**src/rtl/des_block_engine.sv**
```systemverilog
// Block sequencer for the iterative DES core: fetches 64-bit blocks from the input RAM,
// runs 16 rounds, applies ECB/CBC chaining and writes results to the output RAM.
//
// state    | meaning
// ---------+--------------------------------------------------------------
// S_IDLE   | waiting for start; job parameters latched on accept
// S_LOAD   | fetch low/high words of block k (RD_LAT+2 cycles)
// S_ROUND  | des_round_sel sweeps 0..15; core result captured at 15
// S_SAVE_LO| write result low word to 2k
// S_SAVE_HI| write result high word to 2k+1
// S_NEXT   | count the block; loop to S_LOAD or finish
// S_DONE   | one-cycle done pulse
module des_block_engine #(
    parameter int ADDR_W = 9,
    parameter int RD_LAT = 1
) (
    input  logic              ti_clk,
    input  logic              reset,
    input  logic              start,
    input  logic              abort,
    input  logic              decrypt,
    input  logic              cbc,
    input  logic [63:0]       iv,
    input  logic [ADDR_W-2:0] block_count,
    output logic              busy,
    output logic              done,
    output logic [ADDR_W-2:0] blocks_done,
    output logic [ADDR_W-1:0] in_addr,
    input  logic [31:0]       in_data,
    output logic [ADDR_W-1:0] out_addr,
    output logic [31:0]       out_data,
    output logic              out_we,
    output logic [3:0]        des_round_sel,
    output logic [63:0]       des_in,
    input  logic [63:0]       des_out,
    output logic              des_decrypt
);

    typedef enum logic [2:0] {
        S_IDLE, S_LOAD, S_ROUND, S_SAVE_LO, S_SAVE_HI, S_NEXT, S_DONE
    } state_t;

    localparam logic [1:0] LOAD_TC = 2'(RD_LAT + 1);

    state_t            state;
    logic [1:0]        load_cnt;
    logic              cbc_q;
    logic [ADDR_W-2:0] count_q;
    logic [63:0]       chain;
    logic [31:0]       x_lo;
    logic [63:0]       x_q;
    logic [31:0]       y_hi;
    logic              we_q;
    logic              done_q;

    logic [63:0]       x_full;
    logic [63:0]       y_full;
    logic [ADDR_W-2:0] bd_next;

    assign x_full  = {in_data, x_lo};
    assign y_full  = (cbc_q && des_decrypt) ? (des_out ^ chain) : des_out;
    assign bd_next = blocks_done + 1'b1;

    // abort and reset pre-empt a write or done pulse already registered for this cycle
    assign out_we = we_q & ~abort & ~reset;
    assign done   = done_q & ~abort & ~reset;

    always_ff @(posedge ti_clk) begin
        if (reset) begin
            state         <= S_IDLE;
            load_cnt      <= '0;
            cbc_q         <= 1'b0;
            count_q       <= '0;
            chain         <= '0;
            x_lo          <= '0;
            x_q           <= '0;
            y_hi          <= '0;
            we_q          <= 1'b0;
            done_q        <= 1'b0;
            busy          <= 1'b0;
            blocks_done   <= '0;
            in_addr       <= '0;
            out_addr      <= '0;
            out_data      <= '0;
            des_round_sel <= '0;
            des_in        <= '0;
            des_decrypt   <= 1'b0;
        end else if (abort && state != S_IDLE) begin
            state         <= S_IDLE;
            busy          <= 1'b0;
            we_q          <= 1'b0;
            done_q        <= 1'b0;
            des_round_sel <= '0;
        end else begin
            case (state)
                S_IDLE: begin
                    if (start && !abort) begin
                        des_decrypt <= decrypt;
                        cbc_q       <= cbc;
                        count_q     <= block_count;
                        chain       <= iv;
                        in_addr     <= '0;
                        out_addr    <= '0;
                        blocks_done <= '0;
                        load_cnt    <= LOAD_TC;
                        busy        <= 1'b1;
                        state       <= S_LOAD;
                    end
                end
                S_LOAD: begin
                    // load_cnt==1 lines up with word 2k arriving, ==0 with word 2k+1
                    if (load_cnt == LOAD_TC) in_addr <= {blocks_done, 1'b1};
                    if (load_cnt == 2'd1) x_lo <= in_data;
                    if (load_cnt == 2'd0) begin
                        x_q    <= x_full;
                        des_in <= (cbc_q && !des_decrypt) ? (x_full ^ chain) : x_full;
                        state  <= S_ROUND;
                    end else begin
                        load_cnt <= load_cnt - 1'b1;
                    end
                end
                S_ROUND: begin
                    if (des_round_sel == 4'd15) begin
                        des_round_sel <= '0;
                        out_addr      <= {blocks_done, 1'b0};
                        out_data      <= y_full[31:0];
                        y_hi          <= y_full[63:32];
                        we_q          <= 1'b1;
                        if (cbc_q) chain <= des_decrypt ? x_q : des_out;
                        state         <= S_SAVE_LO;
                    end else begin
                        des_round_sel <= des_round_sel + 1'b1;
                    end
                end
                S_SAVE_LO: begin
                    out_addr <= {blocks_done, 1'b1};
                    out_data <= y_hi;
                    state    <= S_SAVE_HI;
                end
                S_SAVE_HI: begin
                    we_q  <= 1'b0;
                    state <= S_NEXT;
                end
                S_NEXT: begin
                    blocks_done <= bd_next;
                    in_addr     <= {bd_next, 1'b0};
                    // count_q==0 means a full sweep: bd_next wraps to 0 on the last block
                    if (bd_next == count_q) begin
                        busy   <= 1'b0;
                        done_q <= 1'b1;
                        state  <= S_DONE;
                    end else begin
                        load_cnt <= LOAD_TC;
                        state    <= S_LOAD;
                    end
                end
                S_DONE: begin
                    done_q <= 1'b0;
                    state  <= S_IDLE;
                end
                default: state <= S_IDLE;
            endcase
        end
    end

endmodule

```
**config.mk**
```make
export PLATFORM = sky130hd
export DESIGN_NAME = des_block_engine
export DESIGN_NICKNAME = d
export VERILOG_FILES = /design/src/rtl/des_block_engine.sv
export SDC_FILE = /design/constraint.sdc
export NUM_CORES = 1
export LEC_CHECK = 0
export BUFFER_PORTS_ARGS = -buffer_cell sky130_fd_sc_hd__buf_2
export CORE_UTILIZATION = 45
export CTS_CLUSTER_DIAMETER = 60
export CTS_CLUSTER_SIZE = 20
export DETAILED_ROUTE_END_ITERATION = 10
export PLACE_DENSITY = 0.68
export SLEW_MARGIN = 25
export SYNTH_ARGS = -nofsm -noshare
export SYNTH_HDL_FRONTEND = slang
export SYNTH_SLANG_ARGS = --single-unit
```
**constraint.sdc**
```tcl
create_clock -name ti_clk -period 2.4 [get_ports ti_clk]
set_clock_uncertainty 0.2 [all_clocks]
set_input_delay 0.36 -clock ti_clk [delete_from_list [all_inputs] [get_ports ti_clk]]
set_output_delay 0.36 -clock ti_clk [all_outputs]
set_load 0.05 [all_outputs]
```
==> results of run 1 <==
==> logic make-up after synthesis <==
group / count (synthesis) / synth area share (%)
muxes: 73 / 4.701
AOI/OAI and AO/OA: 461 / 18.72
adders and majority gates: 5 / 0.4024
and+or+nand+nor: 746 / 19.41
xor gates and xnor gates: 147 / 8.282
DFF: 336 / 43.27
buffers and inverters: 173 / 5.208
==> per-layer routing <==
layer  part of all wire (%)  track usage (%)  vias to the layer above
met4                    2.6            8.412                        2
met3                    7.0            4.342                       83
met5                  0.020                0                        -
li1                       -                -                     7293
met2                     44            41.77                      584
met1                     47            39.24                     7044
==> final cells by class <==
class / count / area (um^2)
fill: 3024 / 13740
multi-input combinational: 1432 / 8058
sequential: 336 / 6735
timing repair buffer: 483 / 3536
clock buffer: 32 / 789.5
tap: 448 / 560.5
clock inverter: 24 / 325.3
inverter: 8 / 30.03
antenna: 2 / 5.005
==> where the power goes <==
part	total (W)	switching, W	internal [W]
Clock	0.00545	0.00257	0.00287
Sequential	0.00583	0.000111	0.00572
Combinational	0.00163	0.00100	0.000627
Total	0.0129	0.00369	0.00922
==> layout by cell type, fill, tap and decap left out, drive strengths merged, types with 4 or more instances in the layout <==
cell         instances
xnor2               14
ha                   5
mux2i               73
dfxtp              336
a21oi              226
and2                12
nor2b                4
a31oi                4
buf                365
nor3                 8
nand4                4
clkinv               5
xor2               133
nor2               199
a22oi                5
o21ai               14
nand3               39
o211ai              64
a211oi             131
nand2b               4
or3                  5
nand2              454
clkbuf              34
inv                 23
dlygate4sd3        116
==> critical path, stage by stage, from the launching register on <==
cell and delay (ns):
dfxtp_4 0.53, buf_4 0.31, buf_2 0.34
==> repair_timing <==
| action | 4_1_cts | 5_1_grt |
|---|---|---|
| endpoints found under the hold margin | 187 | 1 |
| hold buffers | 115 | 1 |
| endpoints found under the setup margin | 0 | 42 |
| setup buffers | 0 | 2 |
| gates resized for setup | 0 | 4 |
==> state kept, by name, indices dropped and copies added, names as in the netlist <==
name / count
blocks_done: 8
busy: 1
cbc_q: 1
chain: 64
count_q: 8
des_decrypt: 1
des_in: 64
des_round_sel: 4
done_q: 1
in_addr: 9
load_cnt: 2
out_addr: 9
out_data: 32
state: 3
we_q: 1
x_lo: 32
x_q: 64
y_hi: 32
==> per-stage QoR <==
stage          hold WS (ns)  total power [W]  utilization (%)  cell area [um^2]  std cells
2_1_floorplan        0.2352         0.006838                -             15550       1941
3_3_place_gp         0.2408         0.007381            52.34             17680       2587
3_5_place_dp         0.2479         0.007403            52.34             17680       2587
4_1_cts           0.0004142          0.01295            59.05             19950       2758
5_1_grt             0.03352          0.01333            59.32             20040       2765
6_report            0.01827          0.01291            59.32             20040       2765
==> worst max-delay path by stage <==
stage / startpoint / endpoint / slack, ns / depth (start not counted)
after CTS: des_decrypt / des_decrypt / 0.05 / 2
after detailed placement: des_round_sel[1] / chain[19] / 0.11 / 7
after global placement: des_round_sel[1] / chain[16] / 0.16 / 7
final: des_decrypt / des_decrypt / 0.08 / 2
after floorplan: reset / done / -0.04 / 3
after global routing: des_decrypt / des_decrypt / 0.007 / 2
==> results.cfg, run 1 <==
[status]
status = finished, final reports clean

[cts]
cts_root_buffer = clkbuf_16
numCtsBuffers = 30
clock_sinks = 336
clk_latency_ns = 0.57
clk_path_buf_depth = 3
clkTransAtPathRegs_ns = 0.08
cts_tree = yes
h-tree-depth = 1

[floorplanning]
num_io_pins = 304
dieArea_um2 = 35290
fp.dieW_um = 187.9
rows = 67
start_util_pct = 46.01
chipHeight_um = 187.9
placeableCoreArea_um2 = 33780

[place]
pre_cts_ws_ns = 0.1052
place.gp.congestion = 0.8621
numPortBuffers = 303
dp_hpwl_mm = 32.68

[synth]
netlist_area_um2 = 15540
syn-instance-count = 1941
netlist_top_cells_area = dfxtp_1 (43%), nand2_1 (11%), xor2_1 (7.5%), a21oi_1 (7.2%), a211oi_1 (6.3%)
synth_edf_count = 0
yosysMostFrequentCell = nand2_1
ys_ff_latch = 336
ys_warn_count = 0
yosys.area.top_type_share_pct = 43.27
seq_area_frac_synth_pct = 43.27
synth-main-ff-cell = dfxtp_1
synthTopCellsByCount = nand2_1 (454), dfxtp_1 (336), a21oi_1 (225)
synth.distinct_cells = 54
syn_area_per_cell_um2 = 8.009
yosysTopAreaCell = dfxtp_1
synthArstFlopShare_pct = 0
synth_nets = 2120

[sta]
finalHoldViolCount = 0
fin_crit_ns = 2.321
slew_viol_final = 0
setup_viol = 0
rsz0062_at_grt = no
period_share_pct = 96.72
final.setup.tns_ns = 0
setup_ws_ns = 0.07882
relSlewSlack_pct = 51.89
worst_pin_slew_ns = 0.7217
max_freq_ghz = 0.4308

[route]
vias_per_cell = 5.427
drt_iter0_markers = 1214
drc = 0
routed_wirelength_mm = 50.14
num_vias = 15010
wire_per_inst_um = 18.13
ant_nets = 0
drt-pass1-iter-count = 5

[setup_path]
rrSetupSlack_ns = 0.11
path_class = register to output port
required_ns = 1.84
r2r_start = blocks_done[1]
crit_arrival_ns = 1.76
startpoint_type = register
r2r_end = state[2]
end_kind = output port
rr_worst_depth = 6
path_max_fanout = 15

[pwr]
leakage_nw = 7.429
ir_drop_v = 0.0005276
powerDensity_nw_per_um2 = 644.1

[hold_path]
holdCritPathClass = primary input to register
hold-path-endpoint = y_hi[19]
hold_start = des_out[51]
hold_path_depth = 3

[run]
maxCapViolCount = 0

[grt]
overflow = 0
grt_start_max_net_pins = 146
grt_pass1_wl_mm = 77.63
antenna_found_initial = 3
track_usage_pct = 27.31
grt_pass1_vias = 13890

[cells_and_area]
area_growth_pct = 28.91
drive_gt1_share_pct = 19.22
final_nets = 2470
Note: power is estimated with default switching activity, not from simulation.
==> inputs of run 2 (changes only) <==
--- a/config.mk
+++ b/config.mk
@@ -7,9 +7,11 @@
 export LEC_CHECK = 0
 export BUFFER_PORTS_ARGS = -buffer_cell sky130_fd_sc_hd__buf_2
 export CORE_UTILIZATION = 45
+export CTS_BUF_LIST = sky130_fd_sc_hd__clkbuf_16
 export CTS_CLUSTER_DIAMETER = 60
 export CTS_CLUSTER_SIZE = 20
 export DETAILED_ROUTE_END_ITERATION = 10
+export HOLD_SLACK_MARGIN = 0.06
 export PLACE_DENSITY = 0.68
 export SLEW_MARGIN = 25
 export SYNTH_ARGS = -nofsm -noshare
==> run 2 against run 1 <==
Net effect:
- final cell count grew 1.7%
- first-iteration DRC count is essentially flat
- die area is the same
- worst setup slack lost 0.0029 ns
- flip-flop and latch count is the same
- combinational power grew 4%
- sequential share of layout area shrank 0.78 points
- utilization grew 1.4 points
- via count grew 1.5%
- hold slack gained 0.048 ns
- cell area grew 2.4%
- critical path depth is the same
- critical endpoint unchanged
- largest cell class unchanged
- highest routed layer is now met4
==> results.cfg, run 2 (synthesis results as in run 1) <==
[status]
status = finished, final reports clean

[setup_path]
path_max_fanout = 15
rrSetupSlack_ns = 0.10
startpoint_type = register
crit_arrival_ns = 1.76
required_ns = 1.84
end_kind = output port
path_class = register to output port

[floorplanning]
fp.dieW_um = 187.9
placeableCoreArea_um2 = 33780
chipHeight_um = 187.9
rows = 67
dieArea_um2 = 35290
start_util_pct = 46.01
num_io_pins = 304

[cells_and_area]
regArea_um2 = 6735
final_common_cell = nand2_1
largest_registers = chain: 64 flops, des_in: 64 flops, x_q: 64 flops
area_growth_pct = 31.97
drive_gt1_share_pct = 18.78
mostFrequentLayoutCells = nand2_1 (452), dfxtp_1 (331), buf_2 (302)
diodes = 0
n_fill_cell = 2952
multi_input_area_um2 = 8058
final_nets = 2519
design_area_um2 = 20510

[sta]
worst_pin_slew_ns = 0.7020
max_freq_ghz = 0.4303
relSlewSlack_pct = 53.20
finalHoldViolCount = 0
rsz0062_at_grt = no
period_share_pct = 96.84
final.setup.tns_ns = 0
slew_viol_final = 0
fin_crit_ns = 2.324
setup_viol = 0

[route]
num_vias = 15230
wire_per_inst_um = 18.12
vias_per_cell = 5.415
drt_iter0_markers = 1213
drc = 0
drt-pass1-iter-count = 5
ant_nets = 0
routed_wirelength_mm = 50.96

[cts]
clk_path_buf_depth = 3
cts_tree = yes
h-tree-depth = 1
numCtsBuffers = 30
clkTransAtPathRegs_ns = 0.07
clock_sinks = 336
clk_latency_ns = 0.57
cts_root_buffer = clkbuf_16

[grt]
overflow = 0
track_usage_pct = 27.93
grt_pass1_vias = 14360
antenna_found_initial = 0
grt_start_max_net_pins = 146
grt_pass1_wl_mm = 79.38

[pwr]
leakage_nw = 7.628
powerDensity_nw_per_um2 = 630.0
ir_drop_v = 0.0005286

[place]
numPortBuffers = 303
place_area_um2 = 17680
dp_hpwl_mm = 32.68
place.gp.congestion = 0.8621

[hold_path]
holdCritPathClass = primary input to register

[run]
maxCapViolCount = 0
==> run 2: cell type report <==
cell class / count / share of cell area [%]
inverters: 8 / 0.1464
flip-flops and latches: 336 / 32.83
well taps: 448 / 2.732
multi-input cells: 1432 / 39.28
repair buffers: 532 / 19.63
clock inverters: 25 / 1.604
clock buffers: 31 / 3.781
==> run 2: worst paths after layout <==
kind / startpoint / endpoint / depth (start not counted)
max reg2reg: blocks_done[1] / state[2] / 6
min reg2reg: x_q[10] / x_q[10] / 2
min: start / des_decrypt / 5
max: des_decrypt / des_decrypt / 2
==> run 2: through the flow <==
step / power [W] / hold WS, ns / cells / util [%] / worst slack [ns]
2_1_floorplan: 0.006838 / 0.2352 / 1941 / - / -0.04006
3_3_place_gp: 0.007381 / 0.2408 / 2587 / 52.34 / 0.1575
3_5_place_dp: 0.007403 / 0.2479 / 2587 / 52.34 / 0.1052
4_1_cts: 0.01298 / 0.06212 / 2808 / 60.50 / 0.04761
5_1_grt: 0.01337 / 0.08938 / 2812 / 60.72 / 0.008230
6_report: 0.01293 / 0.06581 / 2812 / 60.72 / 0.07595
==> run 2: per-layer routing <==
layer / vias up / share of wire (%) / global-route usage, % / wire [um]
met2: 608 / 45 / 44.16 / 22910
li1: 7403 / - / - / -
met1: 7142 / 46 / 39.07 / 23490
met5: - / 0 / 0 / 0
met4: 0 / 2.2 / 8.099 / 1103
met3: 75 / 6.8 / 4.548 / 3456
==> run 2: report_power, final <==
part	internal (W)	switching, W	leakage (nW)
Clock	0.00284	0.00255	0.538
Combinational	0.000679	0.00102	4.37
Sequential	0.00572	0.000111	2.72
Total	0.00924	0.00368	7.63
==> run 2: critical path: stages (launching register included) <==
cell and delay [ns]:
dfxtp_4 0.53, buf_4 0.31, buf_2 0.34
==> run 2: repair_timing <==
action,4_1_cts,5_1_grt
endpoints found under the setup margin,0,42
hold endpoints to repair,214,0
setup buffers,0,2
hold buffers,165,0
gates resized for setup,0,4
